## src/rtl/coin_pkg.sv

```systemverilog
// Shared definitions for the coin transfer sequencer: widths, FSM encoding, flag bits.
// Latency: n/a (declarations only).
// Backpressure: n/a.
package coin_pkg;

   localparam int BAL_W_DEF = 8;
   localparam int ID_W_DEF  = 1;

   // FSM state encoding, 4-bit
   localparam logic [3:0] S_IDLE   = 4'd0;
   localparam logic [3:0] S_RD_SND = 4'd1;
   localparam logic [3:0] S_RD_RCV = 4'd2;
   localparam logic [3:0] S_CAPT   = 4'd3;
   localparam logic [3:0] S_CHECK  = 4'd4;
   localparam logic [3:0] S_WR_SND = 4'd5;
   localparam logic [3:0] S_WR_RCV = 4'd6;
   localparam logic [3:0] S_DONE   = 4'd7;

   // Result flag bit positions
   localparam int FLAG_INSUF = 0;
   localparam int FLAG_OVF   = 1;
   localparam int FLAG_W     = 2;

endpackage

```

## src/rtl/balance_check.sv

```systemverilog
// Balance arithmetic for one transfer: debited/credited values, funds and carry checks.
// Latency: purely combinational.
// Backpressure: none.
module balance_check
   import coin_pkg::*;
#(
   parameter int BAL_W = BAL_W_DEF
) (
   input  logic [BAL_W-1:0] snd_bal,
   input  logic [BAL_W-1:0] rcv_bal,
   input  logic [BAL_W-1:0] amount,
   output logic [BAL_W-1:0] new_snd,
   output logic [BAL_W-1:0] new_rcv,
   output logic             insufficient,
   output logic             carry
);

   assign new_snd      = snd_bal - amount;
   // Receiver sum keeps its carry so the caller can choose to wrap or reject.
   assign {carry, new_rcv} = {1'b0, rcv_bal} + {1'b0, amount};
   assign insufficient = (snd_bal < amount);

endmodule

```

## src/rtl/transaction_sequencer.sv

```systemverilog
// Sequences one coin transfer through the single-port balance RAM (read, check, write, report).
// Latency: finished 7 cycles after start on success, 5 when rejected or self transfer.
// Backpressure: completion is held until start_transaction drops. Optional macro TX_OVERFLOW_CHECK_EN.
module transaction_sequencer
   import coin_pkg::*;
#(
   parameter int BAL_W = BAL_W_DEF,
   parameter int ID_W  = ID_W_DEF
) (
   input  logic             clock,
   input  logic             resetn,
   input  logic             start_transaction,
   input  logic [BAL_W-1:0] amount,
   input  logic [ID_W-1:0]  sender_id,
   input  logic [ID_W-1:0]  receiver_id,
   input  logic [BAL_W-1:0] mem_rdata,
   output logic [ID_W-1:0]  mem_addr,
   output logic [BAL_W-1:0] mem_wdata,
   output logic             mem_we,
   output logic             busy,
   output logic             finished_transaction,
   output logic             insufficient_funds,
   output logic             tx_overflow
);

`ifdef TX_OVERFLOW_CHECK_EN
   localparam bit OVF_EN = 1'b1;
`else
   // Without the check the receiver sum wraps and the overflow flag can never be set.
   localparam bit OVF_EN = 1'b0;
`endif

   logic [3:0]        state_q, state_d;
   logic [BAL_W-1:0]  amt_q, snd_bal_q, rcv_bal_q;
   logic [ID_W-1:0]   snd_id_q, rcv_id_q;
   logic [FLAG_W-1:0] flags_q;

   logic [BAL_W-1:0]  new_snd, new_rcv;
   logic              insufficient, carry;
   logic              self_xfer;

   balance_check #(.BAL_W(BAL_W)) u_check (
      .snd_bal      (snd_bal_q),
      .rcv_bal      (rcv_bal_q),
      .amount       (amt_q),
      .new_snd      (new_snd),
      .new_rcv      (new_rcv),
      .insufficient (insufficient),
      .carry        (carry)
   );

   assign self_xfer = (snd_id_q == rcv_id_q);

   // State register
   always_ff @(posedge clock or negedge resetn) begin
      if (!resetn) state_q <= S_IDLE;
      else         state_q <= state_d;
   end

   // Next-state: fixed walk through the RAM accesses; start is only looked at in IDLE and DONE
   always_comb begin
      state_d = state_q;
      case (state_q)
         S_IDLE:   if (start_transaction) state_d = S_RD_SND;
         S_RD_SND: state_d = S_RD_RCV;
         S_RD_RCV: state_d = S_CAPT;
         S_CAPT:   state_d = S_CHECK;
         S_CHECK: begin
            if (self_xfer)            state_d = S_DONE;
            else if (insufficient)    state_d = S_DONE;
            else if (OVF_EN && carry) state_d = S_DONE;
            else                      state_d = S_WR_SND;
         end
         S_WR_SND: state_d = S_WR_RCV;
         S_WR_RCV: state_d = S_DONE;
         S_DONE:   if (!start_transaction) state_d = S_IDLE;
         default:  state_d = S_IDLE;
      endcase
   end

   // Request latching, balance capture (RAM data arrives one cycle after its address) and result flags
   always_ff @(posedge clock or negedge resetn) begin
      if (!resetn) begin
         amt_q     <= '0;
         snd_id_q  <= '0;
         rcv_id_q  <= '0;
         snd_bal_q <= '0;
         rcv_bal_q <= '0;
         flags_q   <= '0;
      end else begin
         case (state_q)
            S_IDLE: if (start_transaction) begin
               amt_q    <= amount;
               snd_id_q <= sender_id;
               rcv_id_q <= receiver_id;
               flags_q  <= '0;
            end
            S_RD_RCV: snd_bal_q <= mem_rdata;
            S_CAPT:   rcv_bal_q <= mem_rdata;
            S_CHECK: if (!self_xfer) begin
               if (insufficient)         flags_q[FLAG_INSUF] <= 1'b1;
               else if (OVF_EN && carry) flags_q[FLAG_OVF]   <= 1'b1;
            end
            default: ;
         endcase
      end
   end

   // Outputs: RAM port muxing per state, status levels
   always_comb begin
      mem_addr             = '0;
      mem_wdata            = '0;
      mem_we               = 1'b0;
      busy                 = (state_q != S_IDLE);
      finished_transaction = 1'b0;
      case (state_q)
         S_RD_SND: mem_addr = snd_id_q;
         S_RD_RCV: mem_addr = rcv_id_q;
         S_WR_SND: begin
            mem_addr  = snd_id_q;
            mem_wdata = new_snd;
            mem_we    = 1'b1;
         end
         S_WR_RCV: begin
            mem_addr  = rcv_id_q;
            mem_wdata = new_rcv;
            mem_we    = 1'b1;
         end
         S_DONE:   finished_transaction = 1'b1;
         default: ;
      endcase
   end

   assign insufficient_funds = flags_q[FLAG_INSUF];
   assign tx_overflow        = flags_q[FLAG_OVF];

endmodule

```

## config.mk

```make
export PLATFORM = sky130hd
export DESIGN_NAME = transaction_sequencer
export DESIGN_NICKNAME = d
export VERILOG_FILES = /design/src/rtl/coin_pkg.sv /design/src/rtl/balance_check.sv /design/src/rtl/transaction_sequencer.sv
export SDC_FILE = /design/constraint.sdc
export NUM_CORES = 1
export LEC_CHECK = 0
export ABC_AREA = 1
export CORE_UTILIZATION = 49
export CTS_CLUSTER_SIZE = 24
export DETAILED_ROUTE_END_ITERATION = 6
export PLACE_DENSITY = 0.77
export SYNTH_ARGS = -nofsm -noshare
export SYNTH_HDL_FRONTEND = slang
export SYNTH_HIERARCHICAL = 1
export SYNTH_SLANG_ARGS = --single-unit
export TNS_END_PERCENT = 20
```

## constraint.sdc

```tcl
create_clock -name clock -period 2 [get_ports clock]
set_clock_uncertainty 0.2 [all_clocks]
set_input_delay 0.3 -clock clock [delete_from_list [all_inputs] [get_ports clock]]
set_output_delay 0.3 -clock clock [all_outputs]
set_load 0.005 [all_outputs]
```

After elaboration in Yosys (flattened, before gate mapping)
Cells that the tools add are included.

operators by class
  add/subtract/negate cells = 2
  order comparisons = 1
  eq/ne operators = 12
  muxes and demuxes = 13
  reductions and logical operators = 9

operators by type and width
  cell                  count
  $pmux W4 S8           1
  $eq A4 B3 Y1 const B  4
  $pmux W8 S2           1
  $add A8 B8 Y8         1
  $eq A4 B2 Y1 const B  2
  $lt A8 B8 Y1          1
  $mux W4               2
  $ne A2 B2 Y1 const B  4
  $sub A8 B8 Y8         1
  $reduce_or A2 Y1      3
  $mux W1               5
  $eq A4 B1 Y1 const B  1
  $logic_not A4 Y1      1
  $mux W2               2
  $pmux W1 S2           2
  $reduce_and A2 Y1     2
  $reduce_and A4 Y1     1
  $reduce_bool A4 Y1    1
  $reduce_bool A2 Y1    1
  $eq A1 B1 Y1          1

storage, ports and cells
  register bits = 31
  input port bits = 21
  output and inout port bits = 14
  word-level logic and storage cells = 44

Logic depth before layout (Yosys ltp)
Gate-level depths: netlist (run 1).

  depth in word-level cells = 4
  depth in mapped cells = 15
  depth with buffers taken out = 15

Modules after synthesis
Netlist (run 1), hierarchy kept.

by module, submodules not included
  module                 times used  cells an instance  area an instance (um^2)  sequential area each (um^2)
  transaction_sequencer  1           185                1505.2                   750.7
  balance_check          1           128                723.2                    0.0

Least setup slack after synthesis (run 1)
OpenSTA, ideal clock, no wires.

  kind = flip-flop to output port
  start = reg amt_q[0]
  end = out mem_wdata[6]
  arrival time = 1.474 ns
  required time = 1.500 ns
  setup slack = 0.026 ns
  stages on the path, launching flop included = 11
  path buffers = 0
  path through = dfrtp_1 ha_1 fa_1 nand2_1 nand2_1 nand3b_1 nand2_1 nand2_1 nand2_1 nand3_1 nand2_1

between the ends
  word-level cells in the longest chain between the ends = 2
  elaborated cells on any way between the ends = 3
  classes of those cells = 2 x add/sub; 1 x mux

RTL lines
  element                 line                          RTL
  from (decl)             transaction_sequencer.sv:34   logic [BAL_W-1:0] amt_q, snd_bal_q, rcv_bal_q;
  from (signal assigned)  transaction_sequencer.sv:93   amt_q <= amount;
  $add A8 B8 Y8           balance_check.sv:20           assign {carry, new_rcv} = {1'b0, rcv_bal} + {1'b0, amount};
  via new_rcv[6]          transaction_sequencer.sv:38   logic [BAL_W-1:0] new_snd, new_rcv;
  $pmux W8 S2             transaction_sequencer.sv:116  case (state_q)
  to (decl)               transaction_sequencer.sv:18   output logic [BAL_W-1:0] mem_wdata,

The timed path passes the listed nets, and every way through them passes these cells.

Worst setup path after layout (run 1)
  start = reg snd_bal_q[0]
  end = out mem_wdata[4]

between the ends
  word-level cells in the longest chain between the ends = 2

RTL lines
  element                 line                          RTL
  from (decl)             transaction_sequencer.sv:34
  from (signal assigned)  transaction_sequencer.sv:98   S_RD_RCV: snd_bal_q <= mem_rdata;
  $sub A8 B8 Y8           balance_check.sv:18           assign new_snd = snd_bal - amount;
  via new_snd[4]          transaction_sequencer.sv:38
  $pmux W8 S2             transaction_sequencer.sv:116

The timed path passes the listed nets, and every way through them passes these cells.

==> impl_metrics.csv, run 1 <==
group,metric,value,unit
status,status,"finished, violations left",
status,violations,"negative setup slack",
final_layout,diodes,0,
die,die_w,69.14,um
sta,fin_hold_ws,0.2065,ns
synthesis,syn_inst,308,
power,intPower,0.003238,W
worst_setup_path,cp_cell_sequence,"inv_2 > ha_4 > inv_4 > fa_2 > nand2_2 > nand2_2 > nand2_2 > buf_4 > xnor2_2 > nand3_1 > nand2_1 > buf_2",
cts,clock-sinks,30,
run,maxCapViolations,0,
final_layout,stdcell_area,3067,um2
die,std_cell_rows,24,
die,dieArea,4780,um2
die,start_util,50.72,%
worst_setup_path,cp-end-kind,"output pin",
sta,slew_viol_final,0,
synthesis,syn_area,2208,um2
worst_setup_path,critPathMostFrequentCell,"nand2_2",
worst_setup_path,slowest_stage,"dfrtp_1",
synthesis,ys_warn_count,6,
power,p_clk_share,7.6,%
cts,clkTransAtPathRegs,0.06,ns
final_layout,n_fill_cell,324,
grt,antenna_found_initial,0,
place,dpl_cell_area,2735,um2
worst_setup_path,startpoint_type,"flip-flop",
detailed_routing,drc_errors,0,
sta,layout_setup_ws,-0.4401,ns
worst_setup_path,cp_num_cells,12,
cts,cts_max_level,2,
sta,grt_setup_unrepaired,"true",
worst_setup_path,worst-setup-path-type,"flip-flop to output pin",
final_layout,area_growth_syn_to_layout,38.87,%
worst_setup_path,cpLargestDelayFamily,"adder cells",
worst_setup_path,cp.required,1.50,ns
cts,cts_tree,"built",
cts,cts_buffers,5,
grt,grt_pass1_wl,9045,um
worst_setup_path,cp_max_fo,2,
worst_setup_path,cp_slowest_stage_delay,0.41,ns
worst_hold_path,hold_class,"input pin to asynchronous set/reset pin",
worst_setup_path,r2r_slack,-0.31,ns
grt,grt-ovfl-total,0,
die,die_h,69.14,um
sta,hold_viol,0,
worst_setup_path,cp.arrival,1.94,ns
power,leakagePower,1.692,nW
cts,cts_buffer_depth,2,
power,seqPwrFrac,20.0,%
cts,clock_latency,0.28,ns
detailed_routing,dr.pass1.iters,4,
die,ioPinCount,35,
final_layout,nets,418,
sta,setup_viol,9,
power,finalPower,0.005894,W
detailed_routing,vias,2169,
detailed_routing,viasPerCell,5.080,
detailed_routing,ant_nets,0,
worst_setup_path,worstReg2RegStart,"amt_q[0]$_DFFE_PN0P_",
grt,grt_usage,23.78,%
grt,grt_start_max_net_pins,31,
sta,setup_tns,-3.315,ns
worst_setup_path,reg2reg_depth,18,
power,swShare,45.06,%
detailed_routing,drt_iter0_markers,105,
worst_setup_path,worstReg2RegEnd,"state_q[1]$_DFFE_PN0P_",
power,power_density,1922,nW/um2
cts,ctsHoldBuffers,0,
cts,cts_root_buffer,"clkbuf_8",
detailed_routing,wl_per_cell,12.55,um
sta,fin_crit,2.440,ns
sta,maxClockFrequency,409.8,MHz
place,gp_congestion,0.8383,
place,hpwl,3800,um
power,p_sw,0.002656,W
die,core_area,4354,um2
detailed_routing,drt-total-wl,5359,um
place,portBuffers,33,
worst_setup_path,path_buf_inv,4,
place,place_ws,-0.5252,ns
grt,grt_pass1_vias,1987,
synthesis,syn_area_per_cell,7.170,um2
power,comb_power_share,72.3,%
power,ir_drop,0.9698,mV
sta,fin_crit_sh,122.0,%
worst_setup_path,setup.worst_path.start,"snd_bal_q[0]$_DFFE_PN0P_",
final_layout,drive_above_1_share,24.80,%
synthesis,synth_fp_nets,351,
==> how the worst max path moves through the flow <==
stage	to	slack (ns)
6_report	mem_wdata[4]	-0.44
2_1_floorplan	mem_wdata[6]	0.04
3_3_place_gp	mem_wdata[6]	-0.47
3_5_place_dp	mem_wdata[6]	-0.53
5_1_grt	mem_wdata[6]	-0.53
4_1_cts	mem_wdata[4]	-0.48
==> sequential cells by signal (all words and copies together) (netlist names) <==
signal / cells
amt_q: 8
flags_q: 1
rcv_bal_q: 8
rcv_id_q: 1
snd_bal_q: 8
snd_id_q: 1
state_q: 3
==> per-layer routing <==
metal  routed length [um]  global-route usage, %
met2                 2680                  38.83
met4                   87                  9.297
met5                    0                      0
met1                 2353                  31.21
met3                  237                  4.386
==> area by class of cell <==
class                   instances  area [um2]  share of cell area [%]
clock buffers                   5       68.82                   2.244
clock inverters                 2       10.01                  0.3264
inverters                      45       171.4                   5.590
multi-input cells             224        1376                   44.88
flip-flops and latches         30       754.5                   24.60
well taps                      52       65.06                   2.122
repair buffers                 69       620.6                   20.24
==> worst reg2reg max path, delay by kind of cell (launching register included) <==
kind	cells	cell delay, ns
and+or+nand+nor	10	0.65
DFF	1	0.40
adders and majority gates	2	0.36
buffers and inverters	6	0.58
==> layout by cell type (no fill, tap or decap), types with 4 or more instances in the layout <==
cell	instances
dlygate4sd2_1	4
buf_6	5
nand3_2	6
inv_1	37
nand2_2	8
dfrtp_1	27
clkbuf_8	5
clkdlybuf4s50_1	21
ha_1	12
buf_2	4
nor2_1	11
ha_4	6
inv_2	7
o21ai_0	16
nand2_1	101
a21oi_1	6
buf_4	29
nand3_1	32
==> timing repair <==
item,in CTS,in global routing
endpoints found under the hold margin,0,0
gates resized for setup,52,20
endpoints found under the setup margin,14,13
setup buffers,14,1
pin swaps,28,10
==> metrics by stage <==
step | utilization (%) | cells
after floorplan | - | 308
after global placement | 62.82 | 408
after detailed placement | 62.82 | 408
after CTS | 68.82 | 426
after global routing | 70.43 | 427
final | 70.43 | 427
==> power by group through the flow <==
| stage | logic, W | clock network [W] | registers, W |
|---|---|---|---|
| after floorplan | 0.00226 | 0 | 0.00109 |
| after global placement | 0.00342 | 0 | 0.00113 |
| after detailed placement | 0.00349 | 0 | 0.00115 |
| after CTS | 0.00396 | 0.000461 | 0.00116 |
| after global routing | 0.00472 | 0.000490 | 0.00122 |
| final | 0.00426 | 0.000449 | 0.00118 |
No activity file was read; power rests on OpenSTA's default activity.
==> inputs of run 2 (changes only) <==
- SKIP_LAST_GASP: default -> 1
==> run 2 against run 1 <==
Compared with the run above:
- the flow still finishes with violations (negative setup slack)
- utilization is 1.5 points higher
- global-route usage increased by 0.15 points
- total power increased by 4.6%
- sequential cell count unchanged
- critical endpoint is now mem_wdata[2]
- largest cell class unchanged
==> impl_metrics.csv, run 2 (same netlist as run 1, synthesis figures left out) <==
group,metric,value,unit
detailed_routing,dr.pass1.iters,5,
die,dieArea,4780,um2
grt,antenna_found_initial,0,
sta,fin_crit_sh,124.1,%
worst_setup_path,reg2reg_depth,18,
sta,hold_viol,0,
final_layout,area_growth_syn_to_layout,41.87,%
place,portBuffers,33,
worst_setup_path,r2r_slack,-0.34,ns
power,power_density,1968,nW/um2
sta,grt_setup_unrepaired,"true",
power,finalPower,0.006165,W
cts,clock-sinks,30,
cts,cts_tree,"built",
worst_setup_path,setup.worst_path.start,"amt_q[0]$_DFFE_PN0P_",
sta,slew_viol_final,0,
worst_setup_path,worst-setup-path-type,"flip-flop to output pin",
worst_setup_path,cp.required,1.50,ns
sta,layout_setup_ws,-0.4814,ns
cts,clock_latency,0.28,ns
grt,grt_usage,23.93,%
die,die_w,69.14,um
status,violations,"negative setup slack",
run,maxCapViolations,0,
worst_setup_path,cp.arrival,1.98,ns
final_layout,top_regs,"amt_q: 8 flops, rcv_bal_q: 8 flops, snd_bal_q: 8 flops",
worst_setup_path,worstReg2RegStart,"amt_q[0]$_DFFE_PN0P_",
grt,grt_start_max_net_pins,31,
power,ir_drop,0.8547,mV
detailed_routing,wl_per_cell,13.51,um
worst_setup_path,cp-end-kind,"output pin",
power,leakagePower,1.660,nW
die,core_area,4354,um2
die,ioPinCount,35,
worst_setup_path,cp_max_fo,2,
final_layout,final_common_cell,"nand2_1",
grt,grt_pass1_vias,1965,
cts,cts_buffer_depth,2,
cts,cts_root_buffer,"clkbuf_8",
final_layout,layout_common_cells,"nand2_1, inv_1, nand3_1",
detailed_routing,drc_errors,0,
grt,grt_pass1_wl,9087,um
final_layout,nets,419,
worst_setup_path,startpoint_type,"flip-flop",
grt,grt-ovfl-total,0,
worst_setup_path,crit_end,"mem_wdata[2]",
die,start_util,50.72,%
cts,cts_buffers,5,
die,std_cell_rows,24,
cts,cts_max_level,2,
die,die_h,69.14,um
place,hpwl,3800,um
worst_hold_path,hold_class,"input pin to asynchronous set/reset pin",
cts,ctsHoldBuffers,0,
detailed_routing,vias,2188,
place,placedCellCount,408,
sta,setup_viol,14,
detailed_routing,ant_nets,0,
sta,fin_crit,2.481,ns
cts,clkTransAtPathRegs,0.07,ns
final_layout,finalNonFillerCells,428,
detailed_routing,drt-total-wl,5784,um
detailed_routing,viasPerCell,5.112,
final_layout,drive_above_1_share,25.00,%
detailed_routing,drt_iter0_markers,113,
worst_setup_path,worstReg2RegEnd,"state_q[1]$_DFFE_PN0P_",
final_layout,diodes,0,
sta,maxClockFrequency,403.0,MHz
place,gp_congestion,0.8383,
status,status,"finished, violations left",
==> run 2: final cells by class <==
cell class                      count  area, um2
Sequential cell                    30      754.5
Tap cell                           52      65.06
Clock buffer                        5      68.82
Clock inverter                      2      10.01
Inverter                           45      171.4
Fill cell                         330       1221
Timing Repair Buffer               70      630.6
Multi-Input combinational cell    224       1433
==> run 2: per-layer routing <==
layer,vias to the layer above,GRT usage [%],part of all wire (%)
li1,1096,-,-
met1,1012,31.47,44
met2,60,39.27,49
met3,20,4.240,3.9
met4,0,9.070,3.3
met5,-,0,0
==> run 2: worst min path at each step <==
stage                            from                  endpoint
2_1_floorplan                  resetn      amt_q[0]$_DFFE_PN0P_
3_3_place_gp   flags_q[0]$_DFFE_PN0P_    flags_q[0]$_DFFE_PN0P_
3_5_place_dp   flags_q[0]$_DFFE_PN0P_    flags_q[0]$_DFFE_PN0P_
4_1_cts                        resetn  rcv_bal_q[0]$_DFFE_PN0N_
5_1_grt                        resetn  rcv_bal_q[0]$_DFFE_PN0N_
6_report                       resetn  rcv_bal_q[0]$_DFFE_PN0N_
==> run 2: where the power goes <==
group / internal, W / switching, W
clock: 0.000233 / 0.000225
sequential: 0.000912 / 0.000299
combinational: 0.00224 / 0.00226
total: 0.00338 / 0.00278
==> run 2: what timing repair did <==
item,in CTS,in global routing
buffers inserted,14,2
endpoints found under the setup margin,14,14
pin swaps,26,12
resized for setup,36,27
==> run 2: worst max-delay path, cell delays in order, from the launching register on <==
cell and delay [ns]:
dfrtp_1 0.38, buf_6 0.12, ha_4 0.12, inv_4 0.03
fa_2 0.35, buf_4 0.14, xor2_1 0.15, nand3_1 0.11
nand2_1 0.09, clkdlybuf4s15_2 0.20
==> run 2: per-stage QoR <==
step | setup slack [ns] | hold WS [ns] | utilization (%) | cell area (um2) | TNS [ns]
2_1_floorplan | 0.04265 | -0.1956 | - | 2208 | 0
6_report | -0.4814 | 0.2023 | 71.95 | 3133 | -4.623
4_1_cts | -0.4803 | 0.2207 | 68.62 | 2988 | -4.821
3_3_place_gp | -0.4730 | 0.2615 | 62.82 | 2735 | -2.727
3_5_place_dp | -0.5252 | 0.2573 | 62.82 | 2735 | -3.251
5_1_grt | -0.5595 | 0.2508 | 71.95 | 3133 | -5.960
